==> src/rtl/pll_ctrl_pkg.sv <==
// Shared definitions for the PLL lock sequencer: state encodings and default
// timing constants.
package pll_ctrl_pkg;

   typedef enum logic [2:0] {
      RESET_PLL = 3'd0,
      WAIT_LOCK = 3'd1,
      STABLE    = 3'd2,
      RUN       = 3'd3,
      FAIL      = 3'd4
   } pll_state_t;

   localparam int DEF_RST_CYCLES   = 16;
   localparam int DEF_LOCK_TIMEOUT = 16000;
   localparam int DEF_LOCK_STABLE  = 64;
   localparam int DEF_MAX_RETRIES  = 3;
   localparam int DEF_CNT_W        = 16;
   localparam int LOSS_W           = 8;
   localparam int RETRY_W          = 2;

endpackage

==> src/rtl/sync_2ff.sv <==
// Two-flop synchronizer for a single level signal crossing into clk_in.
module sync_2ff (
   input  logic clk_in,
   input  logic reset,
   input  logic d,
   output logic q
);

   logic meta;

   always_ff @(posedge clk_in or negedge reset) begin
      if (!reset) begin
         meta <= 1'b0;
         q    <= 1'b0;
      end else begin
         meta <= d;
         q    <= meta;
      end
   end

endmodule

==> src/rtl/pll_lock_ctrl.sv <==
// PLL reset/lock sequencer: pulses PLL reset, qualifies LOCK with timeout and
// bounded retries, and gates the transmitter while lock is held.
module pll_lock_ctrl
   import pll_ctrl_pkg::*;
#(
   parameter int RST_CYCLES   = DEF_RST_CYCLES,
   parameter int LOCK_TIMEOUT = DEF_LOCK_TIMEOUT,
   parameter int LOCK_STABLE  = DEF_LOCK_STABLE,
   parameter int MAX_RETRIES  = DEF_MAX_RETRIES,
   parameter int CNT_W        = DEF_CNT_W
) (
   input  logic               clk_in,
   input  logic               reset,
   input  logic               pll_lock,
   input  logic               restart,
   output logic               pll_rst,
   output logic               tx_enable,
   output logic               fail,
   output logic [RETRY_W-1:0] retry_cnt,
   output logic [LOSS_W-1:0]  loss_cnt,
   output logic [2:0]         state_dbg
);

   localparam int STAB_W = (LOCK_STABLE > 1) ? $clog2(LOCK_STABLE + 1) : 1;
   localparam logic [CNT_W-1:0]   RST_LAST  = CNT_W'(RST_CYCLES - 1);
   localparam logic [CNT_W-1:0]   TO_LAST   = CNT_W'(LOCK_TIMEOUT - 1);
   localparam logic [STAB_W-1:0]  STAB_LAST = STAB_W'(LOCK_STABLE - 1);
   localparam logic [RETRY_W-1:0] MAX_R     = RETRY_W'(MAX_RETRIES);

   if (MAX_RETRIES > 3 || MAX_RETRIES < 0) begin : g_bad_retries
      $error("pll_lock_ctrl: MAX_RETRIES must fit the 2-bit retry_cnt");
   end
   if (RST_CYCLES < 1 || LOCK_STABLE < 1 || LOCK_TIMEOUT < 1) begin : g_bad_timing
      $error("pll_lock_ctrl: RST_CYCLES, LOCK_STABLE and LOCK_TIMEOUT must be >= 1");
   end
   if (RST_CYCLES > 2**CNT_W || LOCK_TIMEOUT > 2**CNT_W) begin : g_bad_cnt_w
      $error("pll_lock_ctrl: CNT_W too narrow for RST_CYCLES/LOCK_TIMEOUT");
   end

   pll_state_t          state, state_nxt;
   logic [CNT_W-1:0]    timer, timer_nxt, timer_inc;
   logic [STAB_W-1:0]   stab, stab_nxt;
   logic [RETRY_W-1:0]  retry, retry_nxt;
   logic [LOSS_W-1:0]   loss, loss_nxt;
   logic                lock_s;
   logic                timed_out;

   sync_2ff u_lock_sync (
      .clk_in (clk_in),
      .reset  (reset),
      .d      (pll_lock),
      .q      (lock_s)
   );

   always_ff @(posedge clk_in or negedge reset) begin
      if (!reset) begin
         state <= RESET_PLL;
         timer <= '0;
         stab  <= '0;
         retry <= '0;
         loss  <= '0;
      end else begin
         state <= state_nxt;
         timer <= timer_nxt;
         stab  <= stab_nxt;
         retry <= retry_nxt;
         loss  <= loss_nxt;
      end
   end

   // Timer saturates so an over-long STABLE/WAIT dwell can never wrap past the timeout.
   assign timer_inc = (timer == '1) ? timer : timer + CNT_W'(1);
   assign timed_out = (timer >= TO_LAST);

   always_comb begin
      state_nxt = state;
      timer_nxt = timer;
      stab_nxt  = stab;
      retry_nxt = retry;
      loss_nxt  = loss;

      case (state)
         RESET_PLL: begin
            if (timer >= RST_LAST) begin
               state_nxt = WAIT_LOCK;
               timer_nxt = '0;
            end else begin
               timer_nxt = timer_inc;
            end
         end
         WAIT_LOCK: begin
            timer_nxt = timer_inc;
            if (lock_s) begin
               state_nxt = STABLE;
               stab_nxt  = STAB_W'(1);
            end else if (timed_out) begin
               timer_nxt = '0;
               stab_nxt  = '0;
               if (retry < MAX_R) begin
                  retry_nxt = retry + RETRY_W'(1);
                  state_nxt = RESET_PLL;
               end else begin
                  state_nxt = FAIL;
               end
            end
         end
         STABLE: begin
            timer_nxt = timer_inc;
            // Completion is checked first so it beats a coincident timeout.
            if (lock_s && stab >= STAB_LAST) begin
               state_nxt = RUN;
               timer_nxt = '0;
               stab_nxt  = '0;
            end else if (timed_out) begin
               timer_nxt = '0;
               stab_nxt  = '0;
               if (retry < MAX_R) begin
                  retry_nxt = retry + RETRY_W'(1);
                  state_nxt = RESET_PLL;
               end else begin
                  state_nxt = FAIL;
               end
            end else if (lock_s) begin
               stab_nxt = stab + STAB_W'(1);
            end else begin
               stab_nxt  = '0;
               state_nxt = WAIT_LOCK;
            end
         end
         RUN: begin
            if (!lock_s) begin
               loss_nxt  = (loss == '1) ? loss : loss + LOSS_W'(1);
               retry_nxt = '0;
               timer_nxt = '0;
               state_nxt = RESET_PLL;
            end
         end
         FAIL: begin
            state_nxt = FAIL;
         end
         default: begin
            state_nxt = RESET_PLL;
            timer_nxt = '0;
            stab_nxt  = '0;
         end
      endcase

      if (restart) begin
         state_nxt = RESET_PLL;
         timer_nxt = '0;
         stab_nxt  = '0;
         retry_nxt = '0;
         loss_nxt  = loss;
      end
   end

   assign pll_rst   = (state == RESET_PLL) || (state == FAIL);
   assign tx_enable = (state == RUN);
   assign fail      = (state == FAIL);
   assign retry_cnt = retry;
   assign loss_cnt  = loss;
   assign state_dbg = state;

endmodule

==> config.mk <==
export PLATFORM = sky130hd
export DESIGN_NAME = pll_lock_ctrl
export DESIGN_NICKNAME = d
export VERILOG_FILES = /design/src/rtl/pll_ctrl_pkg.sv /design/src/rtl/sync_2ff.sv /design/src/rtl/pll_lock_ctrl.sv
export SDC_FILE = /design/constraint.sdc
export NUM_CORES = 1
export LEC_CHECK = 0
export BUFFER_PORTS_ARGS = -buffer_cell sky130_fd_sc_hd__buf_4
export CAP_MARGIN = 20
export CORE_MARGIN = 10
export CORE_UTILIZATION = 45
export DETAILED_ROUTE_END_ITERATION = 8
export GPL_TIMING_DRIVEN = 0
export HOLD_SLACK_MARGIN = 0.08
export PLACE_DENSITY_LB_ADDON = 0.12
export SYNTH_ARGS = -nofsm -noshare
export SYNTH_HDL_FRONTEND = slang
export SYNTH_SLANG_ARGS = --single-unit
==> constraint.sdc <==
create_clock -name clk_in -period 2.7 [get_ports clk_in]
set_input_delay 0.27 -clock clk_in [delete_from_list [all_inputs] [get_ports clk_in]]
set_output_delay 0.27 -clock clk_in [all_outputs]
set_load 0.005 [all_outputs]
---- Word level (Yosys, flattened, before mapping) ----
Index checks and enable logic that the tools add are counted.
storage, ports and cells
  flip-flop bits (word level) ............. 38
  output and inout port bits .............. 16
operators by class
  add/sub/neg operators ................... 4
  $lt $le $gt $ge ......................... 4
  equal/unequal tests ..................... 14
  muxes and demuxes ....................... 32
  bitwise gates (word level) .............. 3
  reductions and logical operators ........ 10
operator list
  kind                   number
  $mux 16                7
  $pmux 16 s5            1
  $mux 7                 6
  $mux 3                 9
  $pmux 7 s3             1
  $add 16x1->16 const B  1
  $eq 16x16->1 const B   1
  $ge 16x14->1 const B   1
  $ge 16x4->1 const B    1
  $pmux 3 s5             1
  $mux 2                 6
  $ne 3x3->1 const B     4
  $reduce_and 4->1       3
  $add 8x1->8 const B    1
  $eq 8x8->1 const B     1
  $add 7x1->7 const B    1
  $ge 7x6->1 const B     1
  $eq 3x2->1 const B     2
  $pmux 2 s3             1
  $ne 5x5->1 const B     1
  $ne 4x3->1 const B     1
  $reduce_and 2->1       2
  $reduce_bool 4->1      1
  $eq 3x1->1 const B     1
  10 further kinds       12

---- Depth between registers and ports, before layout ----
Gate-level depths: netlist (run 1).
  depth in word-level cells ............... 6
  mapped depth ............................ 9
  gate-level depth less buffers ........... 7

---- Modules after synthesis ----
A second synthesis (run 1) with hierarchy kept.
unflattened totals
  cells, all modules ...................... 244
  area total of the unflattened synthesis .. 2,217.1 um^2
modules (own cells, without submodules)
  module         instances  cells each  area each (um^2)
  pll_lock_ctrl  1          242         2,167.1
  sync_2ff       1          2           50.0

---- Worst setup path after synthesis (run 1) ----
OpenSTA, ideal clock, no wires.
  path type ............................... reg2reg
  start point ............................. register stab[0]
  end point ............................... register timer[11]
  library setup time ...................... 0.069 ns
  data arrival time ....................... 2.178 ns
  data required time ...................... 2.631 ns
  path slack .............................. 0.453 ns
  cell stages (with the launch flop) ...... 9
  path buffers ............................ 1
  clock period less this slack ............ 2.247 ns
  cell sequence ........................... dfrtp_1 -> ha_1 -> a211o_2 -> a311oi_1 -> o32ai_2 -> a21o_1 -> buf_6 -> or3_1 -> nand3_1
between the ends
  word-level cells in the longest chain between the ends .. 5
ends and longest elaborated chain
  what                      line                  text
  start: declaration        pll_lock_ctrl.sv:42   logic [STAB_W-1:0] stab, stab_nxt;
  start signal: assignment  pll_lock_ctrl.sv:65   stab <= stab_nxt;
  $ge 7x6->1                pll_lock_ctrl.sv:110  if (lock_s && stab >= STAB_LAST) begin
  $logic_and 1x1->1         pll_lock_ctrl.sv:110
  $mux 16                   pll_lock_ctrl.sv:110
  $pmux 16 s5               pll_lock_ctrl.sv:82   case (state)
  $mux 16                   pll_lock_ctrl.sv:148  if (restart) begin
  end signal: assignment    pll_lock_ctrl.sv:64   timer <= timer_nxt;
  end: declaration          pll_lock_ctrl.sv:41   logic [CNT_W-1:0] timer, timer_nxt, timer_inc;
Every way passes these cells.
A chain may end at the register's enable or synchronous reset.

---- Final worst setup path (run 1) ----
  start point ............................. register stab[0]
  end point ............................... register timer[0]
Same word-level chain as after synthesis.

==> results of run 1 <==
==> power groups by stage <==
stage	sequential (mW)	clock (mW)	combinational (mW)
6_report	0.655	0.370	0.512
3_3_place_gp	0.665	0	0.506
2_1_floorplan	0.661	0	0.348
3_5_place_dp	0.666	0	0.510
4_1_cts	0.655	0.379	0.514
5_1_grt	0.662	0.408	0.565
==> worst min-delay path by stage <==
stage | from | end | cells after the start
finish | u_lock_sync.meta$_DFF_PN0_ | u_lock_sync.q$_DFF_PN0_ | 0
CTS | pll_lock | u_lock_sync.meta$_DFF_PN0_ | 1
global route | u_lock_sync.meta$_DFF_PN0_ | u_lock_sync.q$_DFF_PN0_ | 0
floorplan | reset | loss_cnt[0]$_DFFE_PN0P_ | 0
detailed placement | reset | retry_cnt[1]$_DFFE_PN0P_ | 1
global placement | reset | retry_cnt[1]$_DFFE_PN0P_ | 1
==> area by class of cell <==
cell class	instances	area share (%)
repair buffers	21	6.27
plain buffers	12	3.52
well taps	67	3.23
multi-input cells	186	46.0
clock buffers	7	2.94
inverters	9	1.30
flip-flops and latches	38	36.7
==> synthesized netlist by cell type (2+ instances only) <==
library cell   n  area (sq um)
o21ai_0       11          55.1
nand4_1        8          50.1
xor2_1         4          35.0
nand3_1       18          90.1
clkbuf_1       3          11.3
ha_1           4          50.1
nand2_1       25          93.8
a22o_1         3          26.3
a21o_1         6          45.0
or3_1          4          25.0
nor2_1        19          71.3
and3_2         3          22.5
and3_1         6          37.5
nor3_1         4          20.0
buf_6          3          33.8
buf_2          2          10.0
nand2b_1       2          12.5
o22ai_1        2          12.5
o311ai_0       4          35.0
buf_4          3          22.5
nand4b_1       3          26.3
a21oi_1       15          75.1
inv_1          9          33.8
xnor2_1        3          26.3
o2111ai_1      2          17.5
mux2i_1        2          20.0
nor3b_1        2          15.0
a31oi_1        4          25.0
dfrtp_1       38           951
nor4_1         2          12.5
mux2_2         2          22.5
==> worst max-delay path, delay by kind of cell, from the launching register on <==
| kind | cells | cell delay, ns |
|---|---|---|
| flops | 1 | 0.45 |
| buf+inv | 1 | 0.24 |
| compound gates | 6 | 1.43 |
| fa+ha+maj | 1 | 0.28 |
==> cell usage in the layout, fill, tap and decap left out, types with 2 or more instances in the layout <==
| cell type | instances |
|---|---|
| or3_1 | 4 |
| and3_2 | 3 |
| a31oi_1 | 4 |
| xnor2_1 | 3 |
| a21oi_1 | 15 |
| clkbuf_8 | 6 |
| nor3b_1 | 2 |
| nand4b_1 | 3 |
| nand2_1 | 25 |
| o22ai_1 | 2 |
| o311ai_0 | 4 |
| buf_6 | 3 |
| nor3_1 | 4 |
| dlygate4sd3_1 | 2 |
| ha_1 | 4 |
| buf_2 | 2 |
| a21o_1 | 6 |
| and3_1 | 6 |
| mux2_2 | 2 |
| inv_1 | 9 |
| clkbuf_1 | 5 |
| nand4_1 | 8 |
| nor2_1 | 19 |
| nor4_1 | 2 |
| mux2i_1 | 2 |
| nand2b_1 | 2 |
| xor2_1 | 4 |
| dfrtp_1 | 38 |
| o2111ai_1 | 2 |
| buf_4 | 22 |
| o21ai_0 | 11 |
| nand3_1 | 18 |
| a22o_1 | 3 |
==> metal layers <==
layer | vias up | GRT usage [%] | wire, um
li1 | 967 | - | -
met1 | 932 | 15.9 | 2560
met2 | 40 | 18.1 | 2230
met3 | 9 | 3.70 | 271
met4 | 0 | 4.44 | 81
met5 | - | 0 | 0
==> stage by stage <==
step / utilization, % / total power, mW / cells
finish: 53.8 / 1.54 / 340
global route: 53.8 / 1.63 / 340
CTS: 53.6 / 1.55 / 339
detailed placement: 51.8 / 1.18 / 331
global placement: 51.8 / 1.17 / 331
floorplan: - / 1.01 / 245
==> sequential cells by signal, summed over array words and instances, names as in the netlist <==
signal,count
loss_cnt,8
retry_cnt,2
stab,7
state_dbg,3
timer,16
u_lock_sync.meta,1
u_lock_sync.q,1
==> logic make-up (layout without fill, tap and decap cells) <==
kind of cell,after synthesis,count (layout)
flops,38,38
mux,4,4
buf+inv,21,49
simple gates,110,110
compound gates,61,61
xor+xnor,7,7
fa+ha+maj,4,4
==> flow_metrics.env, run 1 <==
export IMPL_status="completed"
export IMPL_numCtsBuffers=5
export IMPL_yosysWarnings=0
export IMPL_cts_resized=0
export IMPL_rsz0062_at_grt="false"
export IMPL_worstSetupStartpoint="stab[0]$_DFFE_PN0P_"
export IMPL_setup_viol=0
export IMPL_ys_seq_area_share_pct=41.9
export IMPL_internal_power_mw=1.02
export IMPL_r2r_start="stab[0]$_DFFE_PN0P_"
export IMPL_swShare_pct=33.5
export IMPL_die_h_um=91.0
export IMPL_reg2reg_slack_ns=0.22
export IMPL_seq_power_share_pct=42.6
export IMPL_die_area_sq_um=8280
export IMPL_synth_simple_gate_area_share_pct=26.5
export IMPL_cp_start_kind="flip-flop"
export IMPL_syn2layout_area_growth_pct=14.2
export IMPL_io_buffers=19
export IMPL_hold_viol=0
export IMPL_n_antenna_cell=0
export IMPL_tightest_slew_ns=0.580
export IMPL_skew_ns=0.0119
export IMPL_yosysUniqueCellTypes=60
export IMPL_cts_htree_levels=2
export IMPL_drt_pass1_iterations=4
export IMPL_antenna_left=0
export IMPL_critPathKind="flip-flop to flip-flop"
export IMPL_ios=20
export IMPL_clockPowerShare_pct=24.1
export IMPL_cts_num_sinks=38
export IMPL_post_cts_setup_buffers=0
export IMPL_syn_area_sq_um=2270
export IMPL_worst_setup_path_end_kind="flip-flop"
export IMPL_relSlewSlack_pct=61.3
export IMPL_worstRegToRegCells=8
export IMPL_cts_path_max_buffers=2
export IMPL_syn_nets=253
export IMPL_initial_core_util_pct=47.1
export IMPL_nFillCells=467
export IMPL_clock_fmax_mhz=403
export IMPL_syn_avg_cell_area_sq_um=9.26
export IMPL_final_period_utilization_pct=91.9
export IMPL_synth_top_family_by_area="simple AND/OR/NAND/NOR gates"
export IMPL_synth_async_reset_ratio_pct=100
export IMPL_slew_viol_final=0
export IMPL_worstHoldPathType="flip-flop to flip-flop"
export IMPL_cap_violations=0
export IMPL_nets=281
export IMPL_switchingPower_mw=0.515
export IMPL_fp_row_count=25
export IMPL_antenna_found_initial=0
export IMPL_track_usage_pct=12.1
export IMPL_overflow=0
export IMPL_final_cell_area_sq_um=2590
export IMPL_path_max_fanout=10
export IMPL_multiInputGateArea_sq_um=1190
export IMPL_synth_edff_count=0
export IMPL_place_ws_ns=0.236
export IMPL_worst_slack_ns=0.219
export IMPL_postCtsHoldBufs=1
export IMPL_max_stage_delay_ns=0.45
export IMPL_placed_area_sq_um=2500
export IMPL_cts_tree="built"
export IMPL_vias=1948
export IMPL_die_x_um=91.0
export IMPL_crit_path_cell_trace="ha_1 -> a211o_2 -> a311oi_1 -> o32ai_2 -> a21oi_1 -> buf_4 -> a21oi_1 -> a21oi_1"
export IMPL_finalCriticalPeriod_ns=2.48
export IMPL_routedWlPerCell_um=15.1
export IMPL_clock_latency_ns=0.29
export IMPL_final_layout_size_suffix_gt1_share_pct=18.3
export IMPL_cellPowerDensity_nw_per_um2=593
export IMPL_synthMuxAreaShare_pct=1.87
export IMPL_core_sq_um=4820
export IMPL_synth_ff_type="dfrtp_1"
export IMPL_grt_first_pass_wirelength_um=8430
export IMPL_whs_ns=0.361
export IMPL_critPathSlowestCell="dfrtp_1"
export IMPL_peakVddDrop_mv=0.383
export IMPL_path_common_cell="a21oi_1"
export IMPL_gp_congestion=0.817
export IMPL_first_iter_violations=138
export IMPL_required_ns=2.91
export IMPL_reg2reg_to="timer[0]$_DFFE_PN0P_"
export IMPL_endpoint="timer[0]$_DFFE_PN0P_"
export IMPL_fin_setup_tns_ns=0
export IMPL_grt_max_degree=39
export IMPL_routed_wl_um=5150
export IMPL_place_hpwl_um=3650
export IMPL_cp_arrival_ns=2.70
export IMPL_p_leak_nw=1.21
export IMPL_register_area_sq_um=951
export IMPL_synth_compound_area_share_pct=19.3
export IMPL_synthCells=245
export IMPL_ys_ff_latch=38
export IMPL_post_route_drc_count=0
export IMPL_synthAdderAreaFrac_pct=2.21
export IMPL_grt_pass1_vias=1753
export IMPL_cts_root_buf="clkbuf_8"
export IMPL_synth_xor_area_share_pct=2.70
export IMPL_power_frac_comb_pct=33.3
export IMPL_clkTransAtPathRegs_ns=0.08
export IMPL_vias_per_cell=5.73
Power figures use the tool's default switching activity.
==> run 2, diff against run 1 <==
--- a/config.mk
+++ b/config.mk
@@ -7,7 +7,8 @@
 export LEC_CHECK = 0
 export BUFFER_PORTS_ARGS = -buffer_cell sky130_fd_sc_hd__buf_4
 export CAP_MARGIN = 20
-export CORE_MARGIN = 10
+export CORE_ASPECT_RATIO = 0.7
+export CORE_MARGIN = 3
 export CORE_UTILIZATION = 45
 export DETAILED_ROUTE_END_ITERATION = 8
 export GPL_TIMING_DRIVEN = 0
==> run 2 against run 1 <==
Total power up 0.73%. Clock skew down 0.0015 ns. Clock power up 4%. Register-to-register slack about the same. Critical path depth unchanged. Final area about the same.
==> flow_metrics.env, run 2 (synthesis gave the netlist of run 1 again) <==
export IMPL_status="completed"
export IMPL_worst_setup_path_end_kind="flip-flop"
export IMPL_nets=281
export IMPL_crit_buf_inv=1
export IMPL_path_common_cell="a21oi_1"
export IMPL_clock_fmax_mhz=403
export IMPL_n_antenna_cell=0
export IMPL_overflow=0
export IMPL_clkTransAtPathRegs_ns=0.08
export IMPL_cts_num_sinks=38
export IMPL_antenna_found_initial=0
export IMPL_syn2layout_area_growth_pct=14.3
export IMPL_grt_max_degree=39
export IMPL_clock_latency_ns=0.30
export IMPL_regMostFlops="timer"
export IMPL_place_inst=330
export IMPL_drt_pass1_iterations=4
export IMPL_fin_setup_tns_ns=0
export IMPL_reg2reg_slack_ns=0.22
export IMPL_grt_first_pass_wirelength_um=8740
export IMPL_cpLargestDelayFamily="compound AO/OA/AOI/OAI gates"
export IMPL_placed_area_sq_um=2490
export IMPL_vias_per_cell=5.84
export IMPL_cellPowerDensity_nw_per_um2=597
export IMPL_routedWlPerCell_um=15.0
export IMPL_crit_path_cell_trace="ha_1 -> a211o_2 -> a311oi_1 -> o32ai_2 -> a21oi_1 -> buf_4 -> a21oi_1 -> a21oi_1"
export IMPL_cp_start_kind="flip-flop"
export IMPL_largest_register_ff_count=16
export IMPL_fp_row_count=20
export IMPL_vias=1979
export IMPL_track_usage_pct=18.4
export IMPL_r2r_start="stab[0]$_DFFE_PN0P_"
export IMPL_cts_root_buf="clkbuf_8"
export IMPL_critPathSlowestCell="dfrtp_1"
export IMPL_io_buffers=19
export IMPL_place_hpwl_um=3630
export IMPL_cap_violations=0
export IMPL_skew_ns=0.0103
export IMPL_first_iter_violations=125
export IMPL_min_path_cells=0
export IMPL_antenna_left=0
export IMPL_core_sq_um=4600
export IMPL_hold_start="u_lock_sync.meta$_DFF_PN0_"
export IMPL_final_cell_area_sq_um=2590
export IMPL_rsz0062_at_grt="false"
export IMPL_routed_wl_um=5070
export IMPL_reg2reg_to="timer[0]$_DFFE_PN0P_"
export IMPL_die_area_sq_um=5950
export IMPL_grt_pass1_vias=1739
export IMPL_worstRegToRegCells=8
export IMPL_peakVddDrop_mv=0.429
export IMPL_tightest_slew_ns=0.639
export IMPL_post_route_drc_count=0
export IMPL_final_period_utilization_pct=91.9
export IMPL_cp_arrival_ns=2.70
export IMPL_required_ns=2.91
export IMPL_final_common_cell="dfrtp_1"
export IMPL_path_max_fanout=10
export IMPL_hold_viol=0
export IMPL_layout_common_cells="dfrtp_1, nand2_1, buf_4, nor2_1, nand3_1"
export IMPL_max_stage_delay_ns=0.46
export IMPL_slew_viol_final=0
export IMPL_cts_path_max_buffers=2
export IMPL_ios=20
export IMPL_die_h_um=65.4
export IMPL_p_leak_nw=1.21
export IMPL_worstHoldPathType="flip-flop to flip-flop"
export IMPL_whs_endpoint="u_lock_sync.q$_DFF_PN0_"
export IMPL_critPathKind="flip-flop to flip-flop"
export IMPL_setup_viol=0
export IMPL_initial_core_util_pct=49.3
export IMPL_numCtsBuffers=5
export IMPL_die_x_um=90.9
export IMPL_cts_htree_levels=2
export IMPL_finalCriticalPeriod_ns=2.48
export IMPL_gp_congestion=0.891
export IMPL_final_layout_size_suffix_gt1_share_pct=19.0
export IMPL_relSlewSlack_pct=57.4
export IMPL_fin_cells=339
export IMPL_cts_tree="built"
[run 2: cell count changes in the layout (fill, tap and decap cells not counted), sizes merged]
cell    change
clkinv      +2
clkbuf      -2
[run 2: where the power goes]
part	total, mW	internal, mW	switching (mW)
registers	0.657	0.614	0.0432
logic	0.509	0.230	0.279
clock network	0.383	0.174	0.210
[run 2: how the worst max path moves through the flow]
stage | from | to | slack, ns | cells past startpoint
after floorplan | stab[0]$_DFFE_PN0P_ | timer[11]$_DFFE_PN0P_ | 0.45 | 8
after global placement | stab[0]$_DFFE_PN0P_ | timer[0]$_DFFE_PN0P_ | 0.27 | 8
after detailed placement | stab[0]$_DFFE_PN0P_ | timer[0]$_DFFE_PN0P_ | 0.27 | 8
after CTS | stab[0]$_DFFE_PN0P_ | timer[0]$_DFFE_PN0P_ | 0.24 | 8
after global routing | stab[0]$_DFFE_PN0P_ | timer[0]$_DFFE_PN0P_ | 0.03 | 8
final | stab[0]$_DFFE_PN0P_ | timer[0]$_DFFE_PN0P_ | 0.22 | 8
[run 2: final cells by class]
class	count	area (sq um)
buffer	12	91.3
timing repair buffer	21	163
clock buffer	5	68.8
sequential	38	951
inverter	9	33.8
clock inverter	2	10.0
fill	441	2010
multi-input combinational	186	1190
tap	66	82.6
[run 2: through the flow]
stage          setup slack [ns]  hold WS, ns  power [mW]  utilization [%]
2_1_floorplan             0.453      -0.0256        1.01                -
3_3_place_gp              0.267        0.272        1.17             54.2
3_5_place_dp              0.272        0.272        1.17             54.2
4_1_cts                   0.240        0.357        1.55             56.3
5_1_grt                  0.0341        0.367        1.66             56.3
6_report                  0.219        0.354        1.55             56.3
[run 2: metal layers]
layer  vias to the layer above  global-route usage (%)  wire [um]
met1                       951                    30.1       2850
met3                         5                    3.43        290
met2                        53                    24.1       1880
met5                         -                       0          0
met4                         0                    5.08         46
li1                        970                       -          -
[run 2: what timing repair did]
item | 4_1_cts | 5_1_grt
hold endpoints to repair | 39 | 0
resized for setup | 0 | 0
hold buffers | 2 | 0
buffers inserted | 0 | 0
setup endpoints to repair | 0 | 0
